[src/rtl/p2sc_tx.sv]
// p2sc_tx: parallel-to-serial transmitter with optional parity.
// Accepts a DATA_W-bit word over load/ready and shifts it out LSB first,
// one bit per clk, followed by a parity bit and a one-cycle done pulse.
// Side-band strobes mark data and parity cycles for a loopback receiver.
module p2sc_tx #(
  parameter int DATA_W     = 8,
  parameter int PARITY_EN  = 1,
  parameter int ODD_PARITY = 0
) (
  input  logic              clk,
  input  logic              rst,
  input  logic [DATA_W-1:0] p_in,
  input  logic              load,
  output logic              ready,
  output logic              s_out,
  output logic              shift_en,
  output logic              par_en,
  output logic              done,
  output logic              busy
);

  localparam int CNT_W = $clog2(DATA_W);
  localparam logic [CNT_W-1:0] CNT_LAST = CNT_W'(DATA_W - 1);

  localparam logic [1:0] ST_IDLE   = 2'd0;
  localparam logic [1:0] ST_SHIFT  = 2'd1;
  localparam logic [1:0] ST_PARITY = 2'd2;
  localparam logic [1:0] ST_DONE   = 2'd3;

  logic [1:0]        state_q, state_d;
  logic [CNT_W-1:0]  cnt_q, cnt_d;
  logic [DATA_W-1:0] shift_q, shift_d;
  logic              par_q, par_d;
  logic              ready_q, ready_d;
  logic              s_out_q, s_out_d;
  logic              shift_en_q, shift_en_d;
  logic              par_en_q, par_en_d;
  logic              done_q, done_d;
  logic              busy_q, busy_d;

  // Next-state logic; outputs are decoded from the next state so that every
  // output comes straight from a flop while still appearing in the cycle
  // right after the transition.
  always_comb begin
    state_d = state_q;
    cnt_d   = cnt_q;
    shift_d = shift_q;
    par_d   = par_q;

    case (state_q)
      ST_IDLE: begin
        if (load) begin
          state_d = ST_SHIFT;
          shift_d = p_in;
          par_d   = (^p_in) ^ (ODD_PARITY != 0);
          cnt_d   = '0;
        end
      end
      ST_SHIFT: begin
        shift_d = shift_q >> 1;
        if (cnt_q == CNT_LAST) begin
          // hold the counter on the last bit so it never wraps in a frame
          state_d = (PARITY_EN != 0) ? ST_PARITY : ST_DONE;
        end else begin
          cnt_d = cnt_q + 1'b1;
        end
      end
      ST_PARITY: state_d = ST_DONE;
      ST_DONE:   state_d = ST_IDLE;
      default:   state_d = ST_IDLE;
    endcase

    s_out_d = 1'b0;
    if (state_d == ST_SHIFT) begin
      s_out_d = shift_d[0];
    end else if (state_d == ST_PARITY) begin
      s_out_d = par_d;
    end
    shift_en_d = (state_d == ST_SHIFT);
    par_en_d   = (state_d == ST_PARITY);
    done_d     = (state_d == ST_DONE);
    ready_d    = (state_d == ST_IDLE);
    busy_d     = (state_d != ST_IDLE);
  end

  // State and output registers with synchronous reset.
  always_ff @(posedge clk) begin
    if (rst) begin
      state_q    <= ST_IDLE;
      cnt_q      <= '0;
      shift_q    <= '0;
      par_q      <= 1'b0;
      ready_q    <= 1'b1;
      s_out_q    <= 1'b0;
      shift_en_q <= 1'b0;
      par_en_q   <= 1'b0;
      done_q     <= 1'b0;
      busy_q     <= 1'b0;
    end else begin
      state_q    <= state_d;
      cnt_q      <= cnt_d;
      shift_q    <= shift_d;
      par_q      <= par_d;
      ready_q    <= ready_d;
      s_out_q    <= s_out_d;
      shift_en_q <= shift_en_d;
      par_en_q   <= par_en_d;
      done_q     <= done_d;
      busy_q     <= busy_d;
    end
  end

  assign ready    = ready_q;
  assign s_out    = s_out_q;
  assign shift_en = shift_en_q;
  assign par_en   = par_en_q;
  assign done     = done_q;
  assign busy     = busy_q;

endmodule

[config.mk]
export PLATFORM = sky130hd
export DESIGN_NAME = p2sc_tx
export DESIGN_NICKNAME = d
export VERILOG_FILES = /design/src/rtl/p2sc_tx.sv
export SDC_FILE = /design/constraint.sdc
export NUM_CORES = 1
export LEC_CHECK = 0
export BUFFER_PORTS_ARGS = -buffer_cell sky130_fd_sc_hd__buf_2
export CAP_MARGIN = 20
export CORE_AREA = 10 10 51 53
export DETAILED_ROUTE_END_ITERATION = 10
export DIE_AREA = 0 0 61 63
export GPL_TIMING_DRIVEN = 0
export PLACE_DENSITY = 0.77
export SYNTH_ARGS = -nofsm -noshare
export SYNTH_HDL_FRONTEND = slang
export SYNTH_SLANG_ARGS = --single-unit
export TNS_END_PERCENT = 1
[constraint.sdc]
create_clock -name clk -period 2.15 [get_ports clk]
set_input_delay 0.43 -clock clk [delete_from_list [all_inputs] [get_ports clk]]
set_output_delay 0.43 -clock clk [all_outputs]
set_load 0.005 [all_outputs]
[After elaboration in Yosys (flattened, before gate mapping)]
Index checks and enable logic that the tools add are counted.
Cells by class
  add/sub/neg operators: 1
  $mul: 0
  div/mod/pow operators: 0
  $lt $le $gt $ge: 0
  equal/unequal tests: 9
  shifts and indexed selects: 0
  muxes and demuxes: 12
  bitwise logic cells: 0
  reductions and logical operators: 7
Operators by type and width (number)
  $pmux W8 S2: 1
  $eq A2 B2 Y1 const B: 4
  $mux W8: 1
  $pmux W2 S4: 1
  $reduce_xor A8 Y1: 1
  $mux W3: 2
  $pmux W3 S2: 1
  $eq A2 B1 Y1 const B: 2
  $logic_not A2 Y1: 2
  $mux W1: 4
  $mux W2: 2
  $ne A2 B2 Y1 const B: 2
  $reduce_bool A2 Y1: 2
  $add A3 B1 Y3 const B: 1
  $eq A3 B3 Y1 const B: 1
  $reduce_and A3 Y1: 1
  $reduce_and A2 Y1: 1
Storage, ports and cells
  bits in registers: 20
  latch bits: 0
  RAM bits: 0
  ROM bits: 0
  bits of input ports: 11
  output and inout bits: 6
  logic and storage cells: 40
  memories: 0

[Logic depth before layout (Yosys ltp)]
Gate-level depths: netlist (run 1).
  word-level depth: 6
  depth in mapped cells: 6
  gate-level depth less buffers: 6

[Worst setup path after synthesis (run 1)]
No wires, ideal clock.
  path type: register to register
  from: register cnt_q[0]
  to: register ready_q, in the netlist ready
  setup time: 0.121 ns
  arrival time: 1.342 ns
  data required time: 2.029 ns
  slack: 0.687 ns
  stages on the path, launching flop included: 6
  path buffers: 0
  clock period less this slack: 1.463 ns
  cell sequence: dfxtp_1 > ha_1 > ha_1 > or2_2 > a211oi_2 > nor2_1
On the way
  longest elaborated chain between the ends: 4
Ends and longest elaborated chain
  from (decl): line 31  | logic [CNT_W-1:0] cnt_q, cnt_d;
  from (signal assigned): line 101  | cnt_q <= cnt_d;
  $eq A3 B3 Y1: line 61  | if (cnt_q == CNT_LAST) begin
  $mux W2: line 61
  $pmux W2 S4: line 50  | case (state_q)
  $logic_not A2 Y1: line 82  | ready_d = (state_d == ST_IDLE);
  to (signal assigned): line 104  | ready_q <= ready_d;
  to (decl): line 34  | logic ready_q, ready_d;
No other way between the ends.
A chain may end at the register's enable or synchronous reset.

[Worst setup path in the final report (run 1)]
  from: register cnt_q[0]
  to: register busy_q, in the netlist busy
On the way
  longest elaborated chain between the ends: 4
Ends and longest elaborated chain
  $eq A3 B3 Y1: line 61
  $mux W2: line 61
  $pmux W2 S4: line 50
  $reduce_bool A2 Y1: line 83  | busy_d = (state_d != ST_IDLE);
  to (signal assigned): line 109  | busy_q <= busy_d;
  to (decl): line 39  | logic busy_q, busy_d;
No other way between the ends.

==> results of run 1 <==
==> worst max-delay path: stages (launching register included) <==
cell and delay (ps):
sky130_fd_sc_hd__dfxtp_1 360, sky130_fd_sc_hd__ha_1 200, sky130_fd_sc_hd__ha_1 270, sky130_fd_sc_hd__or2_2 330, sky130_fd_sc_hd__a211oi_2 290, sky130_fd_sc_hd__or2_1 140
==> per-layer routing <==
metal  track usage (%)  wire [microns]
met1              13.1             897
met3              2.64              62
met5                 0               0
met2              16.8             922
met4              4.12              36
==> kinds of logic after synthesis <==
logic type,Yosys count,share of synthesized area [%]
xor+xnor,7,7.06
simple gates,26,15.0
fa+ha+maj,2,2.88
compound gates,27,22.5
buf+inv,12,6.48
flops,20,46.1
==> report_power, final <==
group	switching (mW)	leakage, nW	internal, mW	total, mW
clock network	0.120	0.0279	0.189	0.308
logic	0.0593	0.243	0.0543	0.114
registers	0.0111	0.165	0.394	0.405
==> state kept, by name (all words and copies together) (netlist names) <==
name and flops:
busy 1, cnt_q 3, done 1, par_en 1
par_q 1, ready 1, s_out 1, shift_en 1
shift_q 8, state_q 2
==> synthesized netlist by cell type, drive strengths merged, types with 2 or more instances <==
cell,number
clkbuf,2
o21ai,4
ha,2
or2,2
o22ai,6
xnor2,7
a22oi,4
buf,2
inv,8
nand2,5
a211oi,3
a221oi,6
nor2,13
dfxtp,20
nand2b,2
a22o,2
a21oi,2
==> how the worst max path moves through the flow <==
stage / start / endpoint / slack (ps) / depth (start not counted)
6_report: cnt_q[0]$_SDFFE_PP0P_ / busy$_SDFF_PP0_ / 510 / 5
2_1_floorplan: cnt_q[0]$_SDFFE_PP0P_ / ready$_SDFF_PP1_ / 690 / 5
3_5_place_dp: cnt_q[0]$_SDFFE_PP0P_ / ready$_SDFF_PP1_ / 530 / 5
4_1_cts: cnt_q[0]$_SDFFE_PP0P_ / busy$_SDFF_PP0_ / 510 / 5
5_1_grt: cnt_q[0]$_SDFFE_PP0P_ / s_out$_SDFF_PP0_ / 400 / 5
3_3_place_gp: cnt_q[0]$_SDFFE_PP0P_ / ready$_SDFF_PP1_ / 560 / 5
==> cell type report <==
class / instances / area (sq um)
fill: 163 / 634
multi-input combinational: 62 / 412
sequential: 20 / 400
timing repair buffer: 15 / 75.1
clock inverter: 1 / 30.0
inverter: 8 / 30.0
buffer: 4 / 26.3
clock buffer: 3 / 22.5
tap: 17 / 21.3
==> per-stage QoR <==
step / hold slack (ps) / setup WS, ps
2_1_floorplan: 447 / 687
3_3_place_gp: 456 / 559
3_5_place_dp: 467 / 532
4_1_cts: 389 / 507
5_1_grt: 417 / 404
6_report: 385 / 509
==> results.md, run 1 <==
Synthesis:
- The cell accounting for the most synthesized area is sky130_fd_sc_hd__dfxtp_1.
- The count of state elements after synthesis is 20.
- In this run, distinct cell masters in the synthesized netlist total 27.
- Synthesis produced 94 cells.
- In the post-synthesis netlist, the biggest area contributors are sky130_fd_sc_hd__dfxtp_1 46%, sky130_fd_sc_hd__xnor2_1 7.1%, sky130_fd_sc_hd__a221oi_1 6.1%, sky130_fd_sc_hd__nor2_1 5.6%, sky130_fd_sc_hd__o22ai_1 4.3%.
- Counting every net in the synthesized netlist gives approximately 110.
- The synthesized netlist occupies a cell area of between 800 and 900 sq um.
- The area share of the largest cell type after synthesis is between 40% and 50%.
- The mean area per synthesized cell is 9.24 sq um.
- The dominant register cell in the synthesized netlist is sky130_fd_sc_hd__dfxtp_1.
- The synthesized design contains 0 enable-type register cells.
- The sequential cell area fraction in the yosys report is between 40% and 50%.
- For this run, asynchronously set or reset flops after synthesis account for 0%.
- The Yosys step of the flow raised 0 warnings.

STA:
- Based on the critical path, the design can be clocked at up to 610 MHz.
- The normalized max-slew margin is between 50% and 60%.
- The smallest clock period supported by the final layout is computed as between 1500 and 2000 ps.
- Setup violations remaining at the end of the flow were counted as 0.
- The total count of hold-check failures in the final report was 0.
- Of the available clock period, the critical path in the final layout requires approximately 76%.
- Setup repair after global routing left no endpoint under its margin.
- The number of max-slew violations in the final report is 0.
- For the pin with the worst max-slew slack, the measured transition is around 740 ps.
- The accumulated negative setup slack is 0 ps.
- The worst clock skew is around 7.4 ps.

CTS:
- The insertion delay of the later-clocked pin in the worst-skew pair is 310 ps.
- CTS built an H-tree with a depth of 1.
- The TritonCTS clock tree is done.
- The tree built by TritonCTS fans out to 20 sinks.
- The number of gates resized after CTS is 0.
- In this run the clock root is driven by a sky130_fd_sc_hd__clkbuf_4.
- The number of buffers added for setup after CTS is 0.
- The longest clock path from root to sink contains 2 buffers.
- The cts-stage hold buffer count is 0.
- The total CTS buffers is 3.
- After clock tree synthesis, the clock-pin slew on the worst setup and hold paths is ~120 ps.

Setup path:
- The path depth of the worst reg2reg path is 5.
- The critical path endpoint category is a register.
- The critical path startpoint category is a register.
- The arrival time at the worst endpoint is 1900 ps.
- The endpoint of the most critical register-to-register path is busy$_SDFF_PP0_.
- The startpoint-to-endpoint class of the critical path is register to register.
- The setup slack on the worst flop-to-flop path is approximately 510 ps.
- The worst register-to-register path begins at cnt_q[0]$_SDFFE_PP0P_.
- For the worst setup path, the data required time is between 2000 and 2500 ps.
- The largest fanout on the critical path is 7.

Finish:
- After the last flow step, the layout net total stands at 127.
- From synthesis to final layout, the design area changed by 17.1%.
- In the layout the commonest cells are 20 x sky130_fd_sc_hd__dfxtp_1, 15 x sky130_fd_sc_hd__buf_2, 13 x sky130_fd_sc_hd__nor2_1, 7 x sky130_fd_sc_hd__inv_1, 7 x sky130_fd_sc_hd__xnor2_1.
- The filler-free cell count of the finished design is 130.
- 0 antenna diodes ended up in the layout.
- The most common cell after layout, fill and taps aside is sky130_fd_sc_hd__dfxtp_1.
- Cells with a size suffix above 1 make up a little under a quarter of the layout.
- The final core utilization is between 60% and 70%.
- The final design area excluding fillers is 0.00102 sq mm.

Power and ir drop:
- The total power consumption of the routed design is 0.827 mW.
- For this design the static power due to leakage is ~0.44 nW.
- The worst supply voltage drop on vdd is 0.534 mV.
- The power density over the cells is approximately 810 mW/mm^2.

Route:
- The number of vias after detailed routing is between 700 and 800.
- The detail route stage leaves a number of antenna-violating nets equal to 0.
- Dividing the detail-routed via count by the number of cells gives 5.77.
- The detailed router finished its first iteration with 18 violations.
- In the final routed layout, each cell accounts on average for between 10 and 15 microns.
- Before antenna repair, the detailed router went through 4 iterations.
- For this block, the routed nets add up to ~1900 microns of wire.
- The final routed DRC violation total is 0.

Flow run:
- The number of max-cap violations is 0.

Global route:
- The via count of the first global-routing pass is between 700 and 800.
- The number of antenna violations at the first check in global routing is 0.
- The total overflow left after global routing is 0.
- The largest net degree at the start of global routing is 13.
- The first global-routing pass estimated between 3000 and 4000 microns of wire.
- The total global routing track utilization is 10.6%.

Hold path:
- The number of cells on the worst hold path is 3.
- The startpoint of the lowest-slack hold path is p_in[7].
- The destination of the worst hold path is shift_q[7]$_SDFFE_PP0P_.
- The worst hold path belongs to the class primary input to register.

Floorplan:
- The core box area is 0.00165 sq mm.
- The height of the die is 63 microns.
- For this configuration, the core starts out at a cell density of around 53%.
- The number of rows in the core area is 15.
- The die covers roughly 0.0038 sq mm.
- The die is between 60 and 70 microns wide.
- Pin placement for this block handled 17 I/O pins.

Place:
- The number of instances in the placed design is 126.
- In this run the cell area measured after placement is about 960 sq um.
- The wire-length estimate of the detail-placed layout is between 1000 and 1500 microns.
- The count of input and output buffers is 15.
- The last weighted congestion value of the routability-driven placer is ~0.75.

Run status:
- The run finished with clean final reports.
Note: power is estimated with default switching activity, not from simulation.
==> run 2, diff against run 1 <==
--- a/config.mk
+++ b/config.mk
@@ -7,11 +7,11 @@
 export LEC_CHECK = 0
 export BUFFER_PORTS_ARGS = -buffer_cell sky130_fd_sc_hd__buf_2
 export CAP_MARGIN = 20
-export CORE_AREA = 10 10 51 53
+export CORE_AREA = 10 10 54 56
 export DETAILED_ROUTE_END_ITERATION = 10
-export DIE_AREA = 0 0 61 63
+export DIE_AREA = 0 0 64 66
 export GPL_TIMING_DRIVEN = 0
-export PLACE_DENSITY = 0.77
+export PLACE_DENSITY = 0.71
 export SYNTH_ARGS = -nofsm -noshare
 export SYNTH_HDL_FRONTEND = slang
 export SYNTH_SLANG_ARGS = --single-unit
==> constraint.sdc (replaced) <==
create_clock -name clk -period 1.5 [get_ports clk]
set_input_delay 0.3 -clock clk [delete_from_list [all_inputs] [get_ports clk]]
set_output_delay 0.3 -clock clk [all_outputs]
set_load 0.005 [all_outputs]
==> run 2 against run 1 <==
Die area grew 9.9%. Core utilization shrank 5.0 points. Maximum frequency grew 15%. Highest routed layer unchanged.
==> results.md, run 2 (synthesized netlist as in run 1, its figures left out) <==
Route:
- The total iterations of the first detailed-routing run came to 4 (unchanged).
- The number of nets still failing antenna checks after routing was 0 (unchanged).
- The post-detailed-route wirelength per cell is 12.6 microns (was 14.8 microns).
- The number of vias after detailed routing is 708 (was 750).
- The final routed DRC violation total is 0 (unchanged).
- The via-per-instance ratio is 5.06 (was 5.77).
- The violation count after the first detailed-route iteration is 6 (was 18).
- The wire length reported by the detailed router is 1760 microns (was 1920 microns).

Floorplan:
- The number of rows in the core area came to 16 (was 15).
- The die footprint is 0.00422 sq mm (was 0.00384 sq mm).
- The number of ports placed on the die boundary came to 17 (unchanged).
- The core box area came to 0.00190 sq mm (was 0.00165 sq mm).
- The height of the die came to 66 microns (was 63 microns).
- The starting utilization of the core area came to 45.7% (was 52.6%).
- The floorplan die width is 64 microns (was 61 microns).

Global route:
- The aggregate global routing overflow is 0 (unchanged).
- The via count of the first global-routing pass is 720 (was 786).
- The first-pass GRT wire length is 3080 microns (was 3310 microns).
- The number of antenna violations at the first check in global routing is 0 (unchanged).
- The largest net degree at the start of global routing was 13 (unchanged).
- The total global routing track utilization was 9.10% (was 10.6%).

Power and ir drop:
- The sequential group share of total power is 49.3% (was 49.0%).
- The worst supply voltage drop on vdd came to 0.600 mV (was 0.534 mV).
- The power density over the cells is 1090 mW/mm^2 (was 813 mW/mm^2).
- The power share of the combinational group was 13.9% (was 13.7%).
- The leakage power of the design is 0.433 nW (was 0.436 nW).
- The switching power share of the total is 22.3% (was 23.0%).
- The switching power of the nets is 0.263 mW (was 0.190 mW).
- The relative contribution of the clock network to total power came to 36.8% (was 37.3%).
- The internal power was 0.915 mW (was 0.637 mW).

Setup path:
- The largest incremental delay on the critical path is 510 ps (was 360 ps).
- The combined buffer and inverter count along the critical path is 0 (unchanged).
- The critical path endpoint category is a register (unchanged).
- The required time reported for the critical path endpoint is 1730 ps (was 2410 ps).
- The family of cells with the greatest summed delay on the critical path is simple AND/OR/NAND/NOR gates (was adder cells).
- The library cell appearing most often on the critical path is sky130_fd_sc_hd__ha_4 (was sky130_fd_sc_hd__ha_1).
- The setup slack on the worst flop-to-flop path is 70 ps (was 510 ps).
- The critical path startpoint category is a register (unchanged).
- Chain of cells forming the critical path: ha_4 -> ha_4 -> nand2_2 -> or4b_1 -> o21ai_1 (was ha_1 -> ha_1 -> or2_2 -> a211oi_2 -> or2_1).
- The arrival time at the worst endpoint was 1660 ps (was 1900 ps).
- The slowest cell on the critical path is sky130_fd_sc_hd__or4b_1 (was sky130_fd_sc_hd__dfxtp_1).
- The largest fanout on the critical path is 7 (unchanged).
- The startpoint-to-endpoint class of the critical path is register to register (unchanged).

STA:
- The final critical path time including I/O delays and setup came to 1430 ps (was 1640 ps).
- The slew at the pin closest to its max-slew limit is 437 ps (was 735 ps).
- The highest achievable clock rate is 699 MHz (was 610 MHz).
- Setup repair after global routing missed its margin: no (unchanged).
- The normalized max-slew margin is 70.8% (was 50.6%).
- The ratio of final minimum period to clock period came to 95.4% (was 76.3%).
- The number of setup violations in the final report is 0 (unchanged).
- The worst clock skew is 5.71 ps (was 7.45 ps).
- The number of max-slew violations in the final report came to 0 (unchanged).
- The total count of hold-check failures in the final report is 0 (unchanged).

Finish:
- The flip-flop count of the largest register, all copies and words added is 8 (unchanged).
- The most common cell after layout, fill and taps aside is sky130_fd_sc_hd__dfxtp_1 (unchanged).
- Commonest cells after routing, fill and taps aside: 18 x sky130_fd_sc_hd__dfxtp_1, 15 x sky130_fd_sc_hd__buf_2, 13 x sky130_fd_sc_hd__nor2_1, 7 x sky130_fd_sc_hd__inv_1, 7 x sky130_fd_sc_hd__xnor2_1 (was 20 x sky130_fd_sc_hd__dfxtp_1, 15 x sky130_fd_sc_hd__buf_2, 13 x sky130_fd_sc_hd__nor2_1, 7 x sky130_fd_sc_hd__inv_1, 7 x sky130_fd_sc_hd__xnor2_1).
- The fraction of final layout cells sized beyond drive strength 1 came to 28.3% (was 23.0%).
- The most flop-heavy register is shift_q (unchanged).
- The net total in the final layout is 127 (unchanged).
- The filler-free cell count of the finished design is 140 (was 130).
- Leading registers by flop count: shift_q x8, cnt_q x3, state_q x2 (unchanged).
- The antenna diode instance count is 0 (unchanged).
- The final core utilization is 56.6% (was 61.6%).
- The relative area change from synthesis to final layout is 23.9% (was 17.1%).

Hold path:
- The path category of the worst min-delay check is primary input to register (unchanged).

CTS:
- The total CTS buffers is 3 (unchanged).
- The maximum clock insertion buffer count is 2 (unchanged).
- The clock tree root driver cell is sky130_fd_sc_hd__clkbuf_4 (unchanged).
- The insertion delay of the later-clocked pin in the worst-skew pair is 300 ps (was 310 ps).
- The CTS H-tree depth is 1 (unchanged).
- The TritonCTS clock tree is done (unchanged).
- The clock-pin slew reported for the worst setup and hold paths after clock tree synthesis is 110 ps (was 120 ps).
- The number of buffers added for setup after CTS was 0 (unchanged).
- The number of sinks handled by clock tree synthesis is 20 (unchanged).

Place:
- The number of instances in the placed design is 136 (was 126).
- The last weighted congestion value of the routability-driven placer was 0.755 (was 0.746).
- The HPWL after detailed placement came to 1320 microns (was 1420 microns).
- The count of input and output buffers came to 15 (unchanged).

Run status:
- Run status: complete, no violations (unchanged).

Flow run:
- The number of max-cap violations is 0 (unchanged).
-- run 2: cell counts in the layout (fill, tap and decap cells not counted) --
Identical to the previous run, type by type.
-- run 2: layer usage --
metal	vias up	GRT usage, %	wire (microns)
met3	2	3.39	115
met2	17	14.1	781
met5	-	0	0
met1	321	10.4	845
met4	0	5.74	17
li1	368	-	-
-- run 2: repair_timing --
action,4_1_cts,5_1_grt
setup endpoints to repair,5,8
pin swaps,2,2
gates resized for setup,4,8
hold buffers,0,0
-- run 2: power by group through the flow --
stage | clock [mW] | combinational (mW) | sequential [mW]
finish | 0.433 | 0.164 | 0.581
global route | 0.469 | 0.186 | 0.584
CTS | 0.446 | 0.163 | 0.580
detailed placement | 0 | 0.159 | 0.592
global placement | 0 | 0.156 | 0.591
floorplan | 0 | 0.114 | 0.590
-- run 2: worst register-to-register path, delay by kind of cell (launching register included) --
kind	cells	cell delay, ps
AO/OA/AOI/OAI	1	90
adder cells (fa/ha/maj)	2	300
flip-flops	1	390
AND/OR/NAND/NOR	2	590
-- run 2: final cells by class --
cell class	instances	area [sq um]
buffer	4	26.3
clock buffer	3	22.5
clock inverter	1	30.0
fill	182	826
inverter	8	30.0
multi-input combinational	62	453
sequential	20	405
tap	27	33.8
timing repair buffer	15	75.1
-- run 2: through the flow --
step                      TNS (ps)  worst slack, ps  hold WS [ps]  cell area, sq um  power (mW)
final                            0             69.5           272              1080        1.18
after global routing             0             15.7           295              1080        1.24
after CTS                        0             2.64           266              1050        1.19
after detailed placement      -287             -102           465               977       0.751
after global placement        -216            -87.8           461               977       0.746
after floorplan                  0             36.9           447               868       0.704
-- run 2: worst paths after layout --
kind                                start                      end  cells after the start
setup / recovery    cnt_q[0]$_SDFFE_PP0P_         s_out$_SDFF_PP0_                      5
hold / removal                    p_in[7]  shift_q[7]$_SDFFE_PP0P_                      3
setup reg to reg    cnt_q[0]$_SDFFE_PP0P_         s_out$_SDFF_PP0_                      5
hold reg to reg   shift_q[3]$_SDFFE_PP0P_  shift_q[3]$_SDFFE_PP0P_                      2
==> run 3, diff against run 2 <==
--- a/config.mk
+++ b/config.mk
@@ -7,12 +7,11 @@
 export LEC_CHECK = 0
 export BUFFER_PORTS_ARGS = -buffer_cell sky130_fd_sc_hd__buf_2
 export CAP_MARGIN = 20
-export CORE_AREA = 10 10 54 56
+export CORE_AREA = 10 10 51 53
 export DETAILED_ROUTE_END_ITERATION = 10
-export DIE_AREA = 0 0 64 66
+export DIE_AREA = 0 0 61 63
 export GPL_TIMING_DRIVEN = 0
-export PLACE_DENSITY = 0.71
+export PLACE_DENSITY = 0.77
 export SYNTH_ARGS = -nofsm -noshare
 export SYNTH_HDL_FRONTEND = slang
 export SYNTH_SLANG_ARGS = --single-unit
-export TNS_END_PERCENT = 1
==> constraint.sdc (replaced) <==
create_clock -name clk -period 1.7 [get_ports clk]
set_input_delay 0.34 -clock clk [delete_from_list [all_inputs] [get_ports clk]]
set_output_delay 0.34 -clock clk [all_outputs]
set_load 0.005 [all_outputs]
==> run 3 against run 2 <==
Non-clock buffer count unchanged. Register-to-register slack better by 60 ps. Critical endpoint is now busy$_SDFF_PP0_. Critical path depth unchanged. Die area down 9.0%. Sequential share of layout area up 1.6 points. Largest power group unchanged.
==> results.md, run 3 (synthesized netlist as in run 1, its figures left out) <==
Setup path:
- The largest fanout on the critical path is 7 (unchanged).
- The critical path endpoint category is a register (unchanged).
- The largest incremental delay on the critical path is 360 ps (was 510 ps).
- The arrival time at the worst endpoint came to 1840 ps (was 1660 ps).
- The family of cells with the greatest summed delay on the critical path is simple AND/OR/NAND/NOR gates (unchanged).
- The slowest cell on the critical path is sky130_fd_sc_hd__dfxtp_1 (was sky130_fd_sc_hd__or4b_1).
- The combined buffer and inverter count along the critical path is 0 (unchanged).
- The critical path startpoint category is a register (unchanged).
- Chain of cells forming the critical path: ha_1 -> ha_2 -> or2_2 -> a211oi_2 -> or2_1 (was ha_4 -> ha_4 -> nand2_2 -> or4b_1 -> o21ai_1).
- The startpoint-to-endpoint class of the critical path is register to register (unchanged).
- The required time reported for the critical path endpoint is 1960 ps (was 1730 ps).

CTS:
- The number of buffers added for setup after CTS came to 0 (unchanged).
- The maximum clock insertion buffer count is 2 (unchanged).
- The CTS H-tree depth is 1 (unchanged).
- The insertion delay of the later-clocked pin in the worst-skew pair was 310 ps (was 300 ps).
- The TritonCTS clock tree is done (unchanged).
- The number of sinks handled by clock tree synthesis is 20 (unchanged).
- The clock tree root driver cell is sky130_fd_sc_hd__clkbuf_4 (unchanged).
- The clock-pin slew reported for the worst setup and hold paths after clock tree synthesis is 120 ps (was 110 ps).
- The total CTS buffers is 3 (unchanged).

Floorplan:
- The number of ports placed on the die boundary came to 17 (unchanged).
- The height of the die is 63 microns (was 66 microns).
- The floorplan die width is 61 microns (was 64 microns).
- The die footprint came to 0.00384 sq mm (was 0.00422 sq mm).
- The number of rows in the core area was 15 (was 16).
- The core box area is 0.00165 sq mm (was 0.00190 sq mm).
- The starting utilization of the core area is 52.6% (was 45.7%).

Finish:
- The flip-flop count of the largest register, all copies and words added is 8 (unchanged).
- The antenna diode instance count came to 0 (unchanged).
- The fraction of final layout cells sized beyond drive strength 1 is 23.9% (was 28.3%).
- The net total in the final layout was 127 (unchanged).
- The most common cell after layout, fill and taps aside is sky130_fd_sc_hd__dfxtp_1 (unchanged).
- Leading registers by flop count: shift_q x8, cnt_q x3, state_q x2 (unchanged).
- The most flop-heavy register is shift_q (unchanged).
- Commonest cells after routing, fill and taps aside: 20 x sky130_fd_sc_hd__dfxtp_1, 15 x sky130_fd_sc_hd__buf_2, 13 x sky130_fd_sc_hd__nor2_1, 7 x sky130_fd_sc_hd__inv_1, 7 x sky130_fd_sc_hd__xnor2_1 (was 18 x sky130_fd_sc_hd__dfxtp_1, 15 x sky130_fd_sc_hd__buf_2, 13 x sky130_fd_sc_hd__nor2_1, 7 x sky130_fd_sc_hd__inv_1, 7 x sky130_fd_sc_hd__xnor2_1).
- The relative area change from synthesis to final layout is 17.4% (was 23.9%).

Power and ir drop:
- The total power consumption of the routed design came to 1.05 mW (was 1.18 mW).
- The worst supply voltage drop on vdd is 0.675 mV (was 0.600 mV).
- The leakage power of the design was 0.433 nW (about the same).
- The power density over the cells is 1030 mW/mm^2 (was 1090 mW/mm^2).

Hold path:
- The path category of the worst min-delay check is primary input to register (unchanged).

Route:
- The violation count after the first detailed-route iteration came to 19 (was 6).
- The number of nets still failing antenna checks after routing came to 0 (unchanged).
- The via-per-instance ratio is 5.75 (was 5.06).
- The final routed DRC violation total is 0 (unchanged).
- The wire length reported by the detailed router was 1910 microns (was 1760 microns).
- The post-detailed-route wirelength per cell is 14.7 microns (was 12.6 microns).
- The number of vias after detailed routing is 747 (was 708).
- The total iterations of the first detailed-routing run is 4 (unchanged).

Global route:
- The number of antenna violations at the first check in global routing was 0 (unchanged).
- The total global routing track utilization is 10.6% (was 9.10%).
- The aggregate global routing overflow is 0 (unchanged).
- The largest net degree at the start of global routing was 13 (unchanged).
- The via count of the first global-routing pass is 786 (was 720).
- The first-pass GRT wire length is 3310 microns (was 3080 microns).

STA:
- The final setup slack of the worst path is 127 ps (was 69.5 ps).
- The final critical path time including I/O delays and setup was 1570 ps (was 1430 ps).
- The accumulated negative setup slack is 0 ps (unchanged).
- The highest achievable clock rate is 636 MHz (was 699 MHz).
- The total count of hold-check failures in the final report is 0 (unchanged).
- Setup repair after global routing missed its margin: no (unchanged).
- The number of setup violations in the final report is 0 (unchanged).
- The slew at the pin closest to its max-slew limit is 732 ps (was 437 ps).
- The normalized max-slew margin is 50.9% (was 70.8%).
- The number of max-slew violations in the final report is 0 (unchanged).
- The ratio of final minimum period to clock period is 92.5% (was 95.4%).
- The worst clock skew came to 7.39 ps (was 5.71 ps).

Flow run:
- The number of max-cap violations came to 0 (unchanged).

Place:
- The HPWL after detailed placement is 1420 microns (was 1320 microns).
- The worst slack at placement came to 82.2 ps (was -102 ps).
- The count of input and output buffers is 15 (unchanged).
- The last weighted congestion value of the routability-driven placer is 0.746 (was 0.755).

Run status:
- Run status: complete, no violations (unchanged).
-- run 3: area by class of cell --
| class | count | area, sq um |
|---|---|---|
| timing repair buffer | 15 | 75.1 |
| tap | 17 | 21.3 |
| sequential | 20 | 400 |
| clock buffer | 3 | 22.5 |
| multi-input combinational | 62 | 414 |
| fill | 162 | 632 |
| inverter | 8 | 30.0 |
| clock inverter | 1 | 30.0 |
| buffer | 4 | 26.3 |
-- run 3: repair_timing --
action,4_1_cts,5_1_grt
resized for setup,0,1
hold buffers,0,0
setup endpoints to repair,0,3
-- run 3: report_power, final --
group	switching [mW]	internal (mW)	leakage, nW
Clock	0.152	0.238	0.0279
Combinational	0.0750	0.0687	0.240
Sequential	0.0140	0.498	0.165
Total	0.241	0.805	0.433
-- run 3: worst min-delay path: stages --
cell and delay [ps]:
sky130_fd_sc_hd__buf_2 100, sky130_fd_sc_hd__a22oi_1 70, sky130_fd_sc_hd__nor2_1 70
-- run 3: final timing paths --
path | from | endpoint | slack [ps] | cells past startpoint
worst max-delay path | cnt_q[0]$_SDFFE_PP0P_ | busy$_SDFF_PP0_ | 130 | 5
worst min-delay path | p_in[7] | shift_q[7]$_SDFFE_PP0P_ | 300 | 3
worst max register to register | cnt_q[0]$_SDFFE_PP0P_ | busy$_SDFF_PP0_ | 130 | 5
worst min register to register | shift_q[2]$_SDFFE_PP0P_ | shift_q[2]$_SDFFE_PP0P_ | 480 | 2
-- run 3: stage by stage --
| stage | hold slack [ps] | instance area [sq um] | util, % | cells |
|---|---|---|---|---|
| finish | 295 | 1020 | 61.7 | 130 |
| global route | 327 | 1020 | 61.7 | 130 |
| CTS | 299 | 1020 | 61.6 | 130 |
| detailed placement | 467 | 965 | 58.4 | 126 |
| global placement | 456 | 965 | 58.4 | 126 |
| floorplan | 447 | 868 | - | 94 |
-- run 3: metal layers --
layer	vias to the layer above	GRT usage [%]	routed length, microns
met5	-	0	0
met2	17	16.8	916
met1	355	13.1	899
met4	0	4.12	36
li1	370	-	-
met3	5	2.64	62
